--- config.mk ---
export PLATFORM = sky130hd
export DESIGN_NAME = lsu_stage
export DESIGN_NICKNAME = d
export VERILOG_FILES = /design/src/rtl/lsu_stage.sv
export SDC_FILE = /design/constraint.sdc
export NUM_CORES = 1
export LEC_CHECK = 0
export ABC_AREA = 0
export CORE_MARGIN = 5
export CORE_UTILIZATION = 44
export DETAILED_ROUTE_END_ITERATION = 6
export PLACE_DENSITY_LB_ADDON = 0.05
export REMOVE_ABC_BUFFERS = 1
export SYNTH_ARGS = -nofsm -noshare
export SYNTH_HDL_FRONTEND = slang
export SYNTH_SLANG_ARGS = --single-unit
export TNS_END_PERCENT = 20
--- constraint.sdc ---
create_clock -name clk -period 2.2 [get_ports clk]
set_input_delay 0.33 -clock clk [delete_from_list [all_inputs] [get_ports clk]]
set_output_delay 0.33 -clock clk [all_outputs]
set_load 0.01 [all_outputs]
--- src/rtl/lsu_stage.sv ---
// ---------------------------------------------------------------------------
// lsu_stage
//
// Load/store unit that sits between the execute stage and a req/gnt/rvalid
// data-memory port. Only one access is in flight at a time.
//
// Ports
//   clk, rst_n        core clock (rising edge), asynchronous active-low reset
//   lsu_req_i         execute stage requests an access (fields valid while high)
//   lsu_we_i          1 = store, 0 = load
//   lsu_size_i        00 byte, 01 half, 10 word, 11 illegal
//   lsu_sign_ext_i    loads: 1 = sign-extend, 0 = zero-extend
//   lsu_addr_i        effective address
//   lsu_wdata_i       store data, LSB-justified
//   lsu_ready_o       unit is idle and accepts lsu_req_i this cycle
//   lsu_valid_o       one-cycle pulse: access completed
//   lsu_rdata_o       extended load data (0 for stores), valid with lsu_valid_o
//   lsu_err_o         one-cycle pulse: misaligned/illegal access, no bus traffic
//   data_req_o        bus request, held until data_gnt_i
//   data_gnt_i        bus grant
//   data_addr_o       word-aligned bus address
//   data_we_o         bus write enable
//   data_be_o         byte enables
//   data_wdata_o      lane-shifted store data
//   data_rvalid_i     bus response valid (loads and stores)
//   data_rdata_i      bus read data
// ---------------------------------------------------------------------------
module lsu_stage #(
    parameter int WORD_WIDTH = 32
) (
    input  logic                  clk,
    input  logic                  rst_n,
    input  logic                  lsu_req_i,
    input  logic                  lsu_we_i,
    input  logic [1:0]            lsu_size_i,
    input  logic                  lsu_sign_ext_i,
    input  logic [WORD_WIDTH-1:0] lsu_addr_i,
    input  logic [WORD_WIDTH-1:0] lsu_wdata_i,
    output logic                  lsu_ready_o,
    output logic                  lsu_valid_o,
    output logic [WORD_WIDTH-1:0] lsu_rdata_o,
    output logic                  lsu_err_o,
    output logic                  data_req_o,
    input  logic                  data_gnt_i,
    output logic [WORD_WIDTH-1:0] data_addr_o,
    output logic                  data_we_o,
    output logic [3:0]            data_be_o,
    output logic [WORD_WIDTH-1:0] data_wdata_o,
    input  logic                  data_rvalid_i,
    input  logic [WORD_WIDTH-1:0] data_rdata_i
);

    typedef enum logic [1:0] {
        ST_IDLE = 2'd0,
        ST_REQ  = 2'd1,
        ST_RESP = 2'd2
    } state_e;

    state_e                state_q;
    logic                  ready_q;
    logic                  req_q;
    logic                  valid_q;
    logic                  err_q;
    logic [WORD_WIDTH-1:0] addr_q;
    logic                  we_q;
    logic [1:0]            size_q;
    logic                  sign_q;
    logic [3:0]            be_q;
    logic [WORD_WIDTH-1:0] wdata_q;
    logic [WORD_WIDTH-1:0] rdata_q;

    // Request-side decode, evaluated on the incoming request
    logic [1:0]            req_off;
    logic                  req_legal;
    logic [3:0]            be_d;
    logic [WORD_WIDTH-1:0] wdata_d;

    // Response-side data path, driven by the registered access fields
    logic [WORD_WIDTH-1:0] rdata_shifted;
    logic [WORD_WIDTH-1:0] rdata_d;

    assign req_off = lsu_addr_i[1:0];

    always_comb begin
        req_legal = 1'b0;
        be_d      = 4'b0000;
        case (lsu_size_i)
            2'b00: begin
                req_legal = 1'b1;
                be_d      = 4'b0001 << req_off;
            end
            2'b01: begin
                req_legal = ~req_off[0];
                be_d      = 4'b0011 << req_off;
            end
            2'b10: begin
                req_legal = (req_off == 2'b00);
                be_d      = 4'b1111 << req_off;
            end
            default: begin
                req_legal = 1'b0;
                be_d      = 4'b0000;
            end
        endcase
    end

    // Store data moves into the addressed lanes; lanes outside be are don't-care.
    assign wdata_d = lsu_wdata_i << {req_off, 3'b000};

    // Bring the addressed lanes down to bit 0, then extend to full width.
    assign rdata_shifted = data_rdata_i >> {addr_q[1:0], 3'b000};

    always_comb begin
        rdata_d = rdata_shifted;
        case (size_q)
            2'b00:   rdata_d = {{(WORD_WIDTH-8){sign_q & rdata_shifted[7]}},
                                rdata_shifted[7:0]};
            2'b01:   rdata_d = {{(WORD_WIDTH-16){sign_q & rdata_shifted[15]}},
                                rdata_shifted[15:0]};
            default: rdata_d = rdata_shifted;
        endcase
        // Stores still get a bus response, but report zero data.
        if (we_q) begin
            rdata_d = '0;
        end
    end

    always_ff @(posedge clk or negedge rst_n) begin
        if (!rst_n) begin
            state_q <= ST_IDLE;
            ready_q <= 1'b1;
            req_q   <= 1'b0;
            valid_q <= 1'b0;
            err_q   <= 1'b0;
            addr_q  <= '0;
            we_q    <= 1'b0;
            size_q  <= 2'b00;
            sign_q  <= 1'b0;
            be_q    <= 4'b0000;
            wdata_q <= '0;
            rdata_q <= '0;
        end else begin
            valid_q <= 1'b0;
            err_q   <= 1'b0;
            case (state_q)
                ST_IDLE: begin
                    if (lsu_req_i) begin
                        if (req_legal) begin
                            addr_q  <= lsu_addr_i;
                            we_q    <= lsu_we_i;
                            size_q  <= lsu_size_i;
                            sign_q  <= lsu_sign_ext_i;
                            be_q    <= be_d;
                            wdata_q <= wdata_d;
                            ready_q <= 1'b0;
                            req_q   <= 1'b1;
                            state_q <= ST_REQ;
                        end else begin
                            // Rejected without touching the bus; unit stays ready.
                            err_q <= 1'b1;
                        end
                    end
                end
                ST_REQ: begin
                    if (data_gnt_i) begin
                        req_q   <= 1'b0;
                        state_q <= ST_RESP;
                    end
                end
                ST_RESP: begin
                    // A response arriving while IDLE (e.g. after a reset
                    // dropped an access) never reaches this branch.
                    if (data_rvalid_i) begin
                        rdata_q <= rdata_d;
                        valid_q <= 1'b1;
                        ready_q <= 1'b1;
                        state_q <= ST_IDLE;
                    end
                end
                default: begin
                    ready_q <= 1'b1;
                    req_q   <= 1'b0;
                    state_q <= ST_IDLE;
                end
            endcase
        end
    end

    assign lsu_ready_o  = ready_q;
    assign lsu_valid_o  = valid_q;
    assign lsu_rdata_o  = rdata_q;
    assign lsu_err_o    = err_q;
    assign data_req_o   = req_q;
    assign data_addr_o  = {addr_q[WORD_WIDTH-1:2], 2'b00};
    assign data_we_o    = we_q;
    assign data_be_o    = be_q;
    assign data_wdata_o = wdata_q;

endmodule

Word-level counts from Yosys, hierarchy flattened
Index checks and enable logic that the tools add are counted. W data, S select, Z words.

Word-level logic and storage cells: 62. Output and inout bits: 105. Register bits: 110. Input port bits: 105.

Multiplexer cells: 22. Bitwise operators: 5. Equality and inequality tests: 9. Shift operators: 5. Reductions and logical operators: 9.

Operators by type and width (number): $pmux W32 S2 (1); $mux W32 (1); $shl A32 B5 Y32 (1); $shr A32 B5 Y32 (1); $pmux W4 S3 (1); $reduce_and A4 Y1 (3); $mux W1 (11); $pmux W1 S3 (3); $logic_not A2 Y1 (4); $mux W2 (4); $ne A2 B2 Y1 const B (4); $eq A2 B1 Y1 const B (3); $pmux W2 S3 (1); $eq A2 B2 Y1 const B (2); $shl A1 B2 Y4 const A (1); $shl A2 B2 Y4 const A (1); $shl A4 B2 Y4 const A (1); $not A1 Y1 (3); $reduce_and A3 Y1 (1); $and A1 B1 Y1 (2); $reduce_and A2 Y1 (1).

Longest topological paths before layout
Gate-level depths: netlist (run 1).

Depth in word-level cells: 5. Gate-level depth with buffers: 8.

Worst setup path after synthesis (run 1)
Ideal clock, no wire load.

Path type: register to register. Start: register state_q[1]. End: register addr_q[24]. Data required time: 2075 ps. Stages on the path, launching flop included: 7. Buffers on the path: 3. Path slack: 201 ps. Library setup time: 125 ps. Data arrival time: 1874 ps. Cells stage by stage: dfrtp_1 > buf_2 > or3b_1 > a2111o_1 > buf_2 > buf_6 > mux2_4.

Cells in the longest elaborated chain, start to end: 2.

Ends and longest elaborated chain: from (decl) (line 59) `state_e state_q;`; from (signal assigned) (line 130) `state_q <= ST_IDLE;`; from (signal assigned) (line 157) `state_q <= ST_REQ;`; from (signal assigned) (line 167) `state_q <= ST_RESP;`; $logic_not A2 Y1 (line 145) `case (state_q)`; $reduce_and A3 Y1 (no source line); to (signal assigned) (line 149) `addr_q <= lsu_addr_i;`; to (decl) (line 64) `logic [WORD_WIDTH-1:0] addr_q;`.

No other way between the ends. A chain may end at the register's enable or synchronous reset.

Worst setup path in the final report (run 1)
Start: input lsu_size_i[0]. End: register addr_q[27].

Cells in the longest elaborated chain, start to end: 3. Elaborated cells between the ends (all ways): 5.

Ends and longest elaborated chain: from (decl) (line 35) `input logic [1:0] lsu_size_i,`; $eq A2 B2 Y1, or another cell as far along (line 87) `case (lsu_size_i)`; $pmux W1 S3 (*) (line 87); $reduce_and A3 Y1 (no source line) (*).

Every way passes the cells marked *; elsewhere a longest branch is shown, timed or not.

==> flow_summary.json, run 1 <==
{
  "core_mm2": 0.0121,
  "status": "complete, no violations",
  "critPathMaxStageDelay_ns": 0.47,
  "htree_num_levels": 3,
  "period_share": 0.915,
  "fmax_ghz": 0.497,
  "required_ns": 2.43,
  "worstPathArrival_ns": 2.25,
  "multi_input_area_mm2": 0.00232,
  "clock-sinks": 110,
  "p_per_area_mw_per_mm2": 1060,
  "hpwl_um": 10900,
  "dr.pass1.iters": 5,
  "synth_top_area_share": 0.498,
  "die_x_um": 122,
  "use_met1": 0.248,
  "cts.path.max_buffers": 2,
  "hold_path.startpoint": "state_q[1]$_DFFE_PN0P_",
  "met3_usage": 0.0710,
  "cap_viol_max_count": 0,
  "cp-start-kind": "input pin",
  "cts_tree": "done",
  "r2r_start": "state_q[1]$_DFFE_PN0P_",
  "grt_pass1_vias": 4557,
  "nets": 780,
  "post_cts_resized": 0,
  "hold_class": "reg -> reg",
  "yosysWarningCount": 0,
  "hold_viol": 0,
  "dieArea_mm2": 0.0148,
  "post-route-min-period_ns": 2.01,
  "viasPerCell": 5.18,
  "finalWorstSetupSlack_ns": 0.187,
  "leakagePower_nw": 3.45,
  "cp_max_fo": 70,
  "grt_overflow_total": 0,
  "final_max_slew_viol_count": 0,
  "die_h_um": 122,
  "nFillCells": 1018,
  "rsz0062_at_grt": "false",
  "layout-drive-gt1-share": 0.151,
  "fin_cells": 844,
  "path_cells": "clkdlybuf4s50_1 > inv_1 > ha_1 > nand2b_1 > a2111o_2 > buf_12 > mux2_4",
  "finalSetupViolCount": 0,
  "seq_area_frac_synth": 0.503,
  "ir_drop_uv": 465,
  "worst_pin_slew_ns": 0.845,
  "dp.cells": 827,
  "top_usage_layer": "met2",
  "endpoint_kind": "flop",
  "numCtsBuffers": 9,
  "yosysTopAreaCell": "dfrtp_1",
  "wl_um": 15000,
  "synth_cell_type_count": 39,
  "seqCellArea_mm2": 0.00275,
  "syn_area_mm2": 0.00548,
  "route.detailed.drc": 0,
  "pin_count": 210,
  "synth-seq-cells": 110,
  "crit_start": "lsu_size_i[0]",
  "cts_hold_buf": 1,
  "cts.clk_slew.worst_paths_ns": 0.07,
  "grt_max_degree": 71,
  "drtAntennaViolNets": 0,
  "clock_skew_ns": 0.00778,
  "wl_per_cell_um": 17.7,
  "drt_iter0_drc": 259,
  "insertion_delay_ns": 0.35,
  "met2_usage": 0.341,
  "yosys-top-cells-area": "dfrtp_1 50%, mux2_2 8.2%, mux2i_1 5.8%",
  "grt_pass1_wl_um": 23900,
  "netlist_instances": 494,
  "diodes": 0,
  "pre_cts_slack_ns": -0.177,
  "rows": 40,
  "max_slew_margin": 0.434,
  "clock-root-buffer": "clkbuf_16",
  "start_util": 0.452,
  "syn_avg_cell_area_um2": 11.1,
  "critPathKind": "in -> reg",
  "worst_path_max_delay_cell": "a2111o_2",
  "antenna_found_initial": 0,
  "gp_congestion": 0.824,
  "area_delta_synth_final_pct": 44.8,
  "port_buffers": 207,
  "tns_ns": 0,
  "vias": 4373,
  "postCtsSetupRepairBufs": 0,
  "grtUsageTotal": 0.204
}
power by group:
group          total (mW)  switching, mW  leakage, nW  internal, mW
Sequential           3.15          0.422         1.39          2.72
Clock                1.80          0.742        0.162          1.06
Combinational        3.47           1.37         1.89          2.10
Total                8.42           2.54         3.45          5.88
worst paths after layout:
path | cells past startpoint | slack [ns] | to
worst max-delay path | 7 | 0.19 | addr_q[27]$_DFFE_PN0P_
worst min-delay path | 1 | 0.47 | state_q[0]$_DFFE_PN0P_
worst max register to register | 4 | 0.23 | addr_q[27]$_DFFE_PN0P_
worst min register to register | 1 | 0.47 | state_q[0]$_DFFE_PN0P_
max in group asynchronous | 3 | 0.96 | lsu_rdata_o[18]$_DFFE_PN0P_
min in group asynchronous | 2 | 0.48 | lsu_rdata_o[2]$_DFFE_PN0P_
critical path: cells and delay by family:
family / cells / cell delay (ns)
multiplexers: 1 / 0.32
adder cells (fa/ha/maj): 1 / 0.20
buffers and inverters: 3 / 0.81
AND/OR/NAND/NOR: 1 / 0.08
AO/OA/AOI/OAI: 1 / 0.47
cells in the mapped netlist:
master / number
a2111o_1: 1
a2111oi_2: 1
a211oi_1: 9
a21o_1: 2
a21oi_1: 26
a221o_1: 16
a22o_1: 8
and3_1: 1
buf_1: 6
buf_2: 5
buf_4: 32
buf_6: 2
clkbuf_1: 24
conb_1: 1
dfrtp_1: 109
dfstp_2: 1
ha_1: 4
inv_1: 3
mux2_2: 40
mux2_4: 10
mux2i_1: 32
mux4_2: 2
nand2_1: 56
nand2b_1: 2
nand3b_1: 11
nand4bb_1: 1
nor2_1: 17
nor2b_1: 11
nor3b_1: 1
nor3b_2: 1
o211a_1: 1
o211ai_1: 1
o21ai_0: 43
o31a_1: 1
o31ai_1: 9
o41ai_1: 1
o41ai_2: 1
or2_2: 1
or3b_1: 1
cells by family after synthesis:
family,synth area share
muxes,0.176
buffers and inverters,0.0751
AOI/OAI and AO/OA,0.147
other,0.000684
adders and majority gates,0.00913
and+or+nand+nor,0.0895
DFF,0.503
cell type report:
cell class,count,share of cell area
Multi-Input combinational cell,313,0.292
Clock inverter,5,0.0102
Clock buffer,11,0.0319
Sequential cell,110,0.347
Tap cell,168,0.0265
Inverter,3,0.00142
Timing Repair Buffer,234,0.291
routing by layer:
metal  routed length [µm]  share of wire
met1                 6200           0.41
met2                 7240           0.48
met3                 1290          0.086
met4                  236          0.016
met5                    0              0
cells in the final DEF (no fill, tap or decap), types with 3 or more instances in the layout:
cell type,netlist,layout
clkbuf_16,0,9
nor2_1,17,17
nand2_1,56,56
buf_4,32,24
nand3b_1,11,11
o21ai_0,43,43
a211oi_1,9,9
mux2_2,40,40
ha_1,4,4
mux2i_1,32,32
inv_1,3,3
dfrtp_1,109,109
buf_12,0,3
a22o_1,8,8
clkdlybuf4s50_1,0,205
a221o_1,16,16
o31ai_1,9,9
mux2_4,10,10
a21oi_1,26,26
nor2b_1,11,11
state kept, by name, summed over array words and instances (netlist names):
signal        cells
addr_q           32
data_wdata_o     32
lsu_rdata_o      32
data_be_o         4
size_q            2
state_q           2
data_req_o        1
data_we_o         1
lsu_err_o         1
lsu_ready_o       1
lsu_valid_o       1
sign_q            1
through the flow:
stage	area [µm²]	utilization	total power, mW	hold slack (ns)
2_1_floorplan	5080	-	4.64	0.0344
3_3_place_gp	7590	0.627	6.62	0.322
3_5_place_dp	7590	0.627	6.68	0.321
4_1_cts	7940	0.655	8.52	0.458
5_1_grt	7940	0.655	8.92	0.494
6_report	7940	0.655	8.42	0.469
Note: power is estimated with default switching activity, not from simulation.
==> inputs of run 2 (changes only) <==
GPL_ROUTABILITY_DRIVEN = 0   (was default)
PLACE_DENSITY = 0.84   (was default)
PLACE_DENSITY_LB_ADDON = default   (was 0.05)
==> run 2 against run 1 <==
Against the previous run: setup slack lost 0.031 ns; die area is the same; non-clock buffer count grew 2; core utilization grew 0.11 points; sequential power grew 1%; flip-flop and latch count is the same; global-route usage grew 1.2 points; final cell count grew 0.24%; critical path depth shrank 1; cell area grew 0.17%; clock skew is essentially flat; critical endpoint is now data_wdata_o[11]$_DFFE_PN0P_; largest power group unchanged.
==> flow_summary.json, run 2 (synthesis gave the netlist of run 1 again) <==
{
  "dieArea_mm2": 0.0148,
  "viasPerCell": 5.33,
  "die_h_um": 122,
  "critPathKind": "in -> reg",
  "p_per_area_mw_per_mm2": 1070,
  "final_util": 0.656,
  "die_x_um": 122,
  "required_ns": 2.46,
  "leakagePower_nw": 3.45,
  "rows": 40,
  "diodes": 0,
  "start_util": 0.452,
  "endpoint_kind": "flop",
  "wl_um": 16000,
  "final_max_slew_viol_count": 0,
  "critPathMaxStageDelay_ns": 0.48,
  "cts_tree": "done",
  "vias": 4505,
  "post-route-min-period_ns": 2.04,
  "worst_path_max_delay_cell": "clkdlybuf4s50_1",
  "grt_pass1_vias": 4894,
  "insertion_delay_ns": 0.35,
  "clock-sinks": 110,
  "period_share": 0.929,
  "cp_max_fo": 63,
  "fmax_ghz": 0.489,
  "htree_num_levels": 3,
  "cts.path.max_buffers": 2,
  "crit_buf_inv": 3,
  "clock_skew_ns": 0.00828,
  "ir_drop_uv": 704,
  "hpwl_um": 11900,
  "route.detailed.drc": 0,
  "numCtsBuffers": 9,
  "rsz0062_at_grt": "false",
  "grtUsageTotal": 0.216,
  "antenna_found_initial": 0,
  "dr.pass1.iters": 5,
  "cp_top_family": "buffers and inverters",
  "power_mw": 8.47,
  "grt_max_degree": 64,
  "hold_viol": 0,
  "core_mm2": 0.0121,
  "grt_overflow_total": 0,
  "worst_pin_slew_ns": 0.731,
  "drtAntennaViolNets": 0,
  "cp-start-kind": "input pin",
  "mostFrequentLayoutCell": "clkdlybuf4s50_1",
  "cap_viol_max_count": 0,
  "wl_per_cell_um": 18.9,
  "grt_pass1_wl_um": 25100,
  "path_cells": "clkdlybuf4s50_1 > or3b_1 > a2111o_2 > buf_12 > buf_4 > o31ai_1",
  "nets": 782,
  "port_buffers": 207,
  "layout-drive-gt1-share": 0.153,
  "clock-root-buffer": "clkbuf_16",
  "finalSetupViolCount": 0,
  "area_delta_synth_final_pct": 45.1,
  "postCtsSetupRepairBufs": 0,
  "status": "complete, no violations",
  "worstPathArrival_ns": 2.31,
  "cts.clk_slew.worst_paths_ns": 0.07,
  "pin_count": 210,
  "layout_common_cells": "205 x clkdlybuf4s50_1, 109 x dfrtp_1, 56 x nand2_1, 43 x o21ai_0, 40 x mux2_2",
  "max_slew_margin": 0.511,
  "drt_iter0_drc": 287,
  "hold_class": "in -> reg"
}
[run 2: changes by cell type in the layout (fill, tap and decap cells not counted)]
cell / change
inv_6: +2
clkbuf_8: -2
buf_12: +1
clkinv_2: +1
clkinv_4: -1
buf_4: +1
[run 2: path summary, 6_finish.rpt]
| path | startpoint | slack, ns | cells after the start | endpoint |
|---|---|---|---|---|
| max | lsu_req_i | 0.16 | 6 | data_wdata_o[11]$_DFFE_PN0P_ |
| min | lsu_addr_i[1] | 0.45 | 4 | lsu_err_o$_DFF_PN0_ |
| max reg2reg | state_q[1]$_DFFE_PN0P_ | 0.21 | 5 | data_wdata_o[11]$_DFFE_PN0P_ |
| min reg2reg | data_wdata_o[11]$_DFFE_PN0P_ | 0.49 | 2 | data_wdata_o[11]$_DFFE_PN0P_ |
| max in group asynchronous | rst_n | 1.08 | 3 | lsu_ready_o$_DFFE_PN1P_ |
| min in group asynchronous | rst_n | 0.47 | 2 | lsu_rdata_o[0]$_DFFE_PN0P_ |
[run 2: power breakdown]
part	switching [mW]	internal, mW	total, mW
clock	0.752	1.00	1.75
combinational	1.42	2.11	3.53
sequential	0.462	2.73	3.19
[run 2: layout make-up]
class / instances / area, µm²
fill: 960 / 4160
sequential: 110 / 2750
timing repair buffer: 236 / 2330
multi-input combinational: 313 / 2320
clock buffer: 9 / 225
tap: 168 / 210
clock inverter: 7 / 95.1
inverter: 3 / 11.3
[run 2: tightest hold or removal path: stages]
cell and delay [ns]:
buf_2 0.10, nand2b_1 0.12, a211oi_1 0.09, nor2_1 0.11
[run 2: layer usage]
layer / global-route usage / wire, µm / vias to the layer above
li1: - / - / 2079
met1: 0.235 / 6010 / 2206
met2: 0.381 / 8030 / 201
met3: 0.0980 / 1740 / 19
met4: 0.0609 / 210 / 0
met5: 0 / 0 / -
[run 2: through the flow]
stage	setup slack [ns]	cells	setup TNS (ns)	instance area (µm²)	hold WS, ns
floorplan	-1.00	426	-68.00	5080	0.0344
detailed placement	-0.188	829	-7.45	7620	0.310
global placement	-0.155	829	-4.55	7620	0.303
global route	0.0225	846	0	7950	0.464
finish	0.156	846	0	7950	0.450
CTS	0.189	846	0	7950	0.429
[run 2: repair_timing]
action / 4_1_cts / 5_1_grt
hold endpoints to repair: 30 / 0
resized for setup: 0 / 0
endpoints found under the setup margin: 0 / 0
hold buffers: 1 / 0
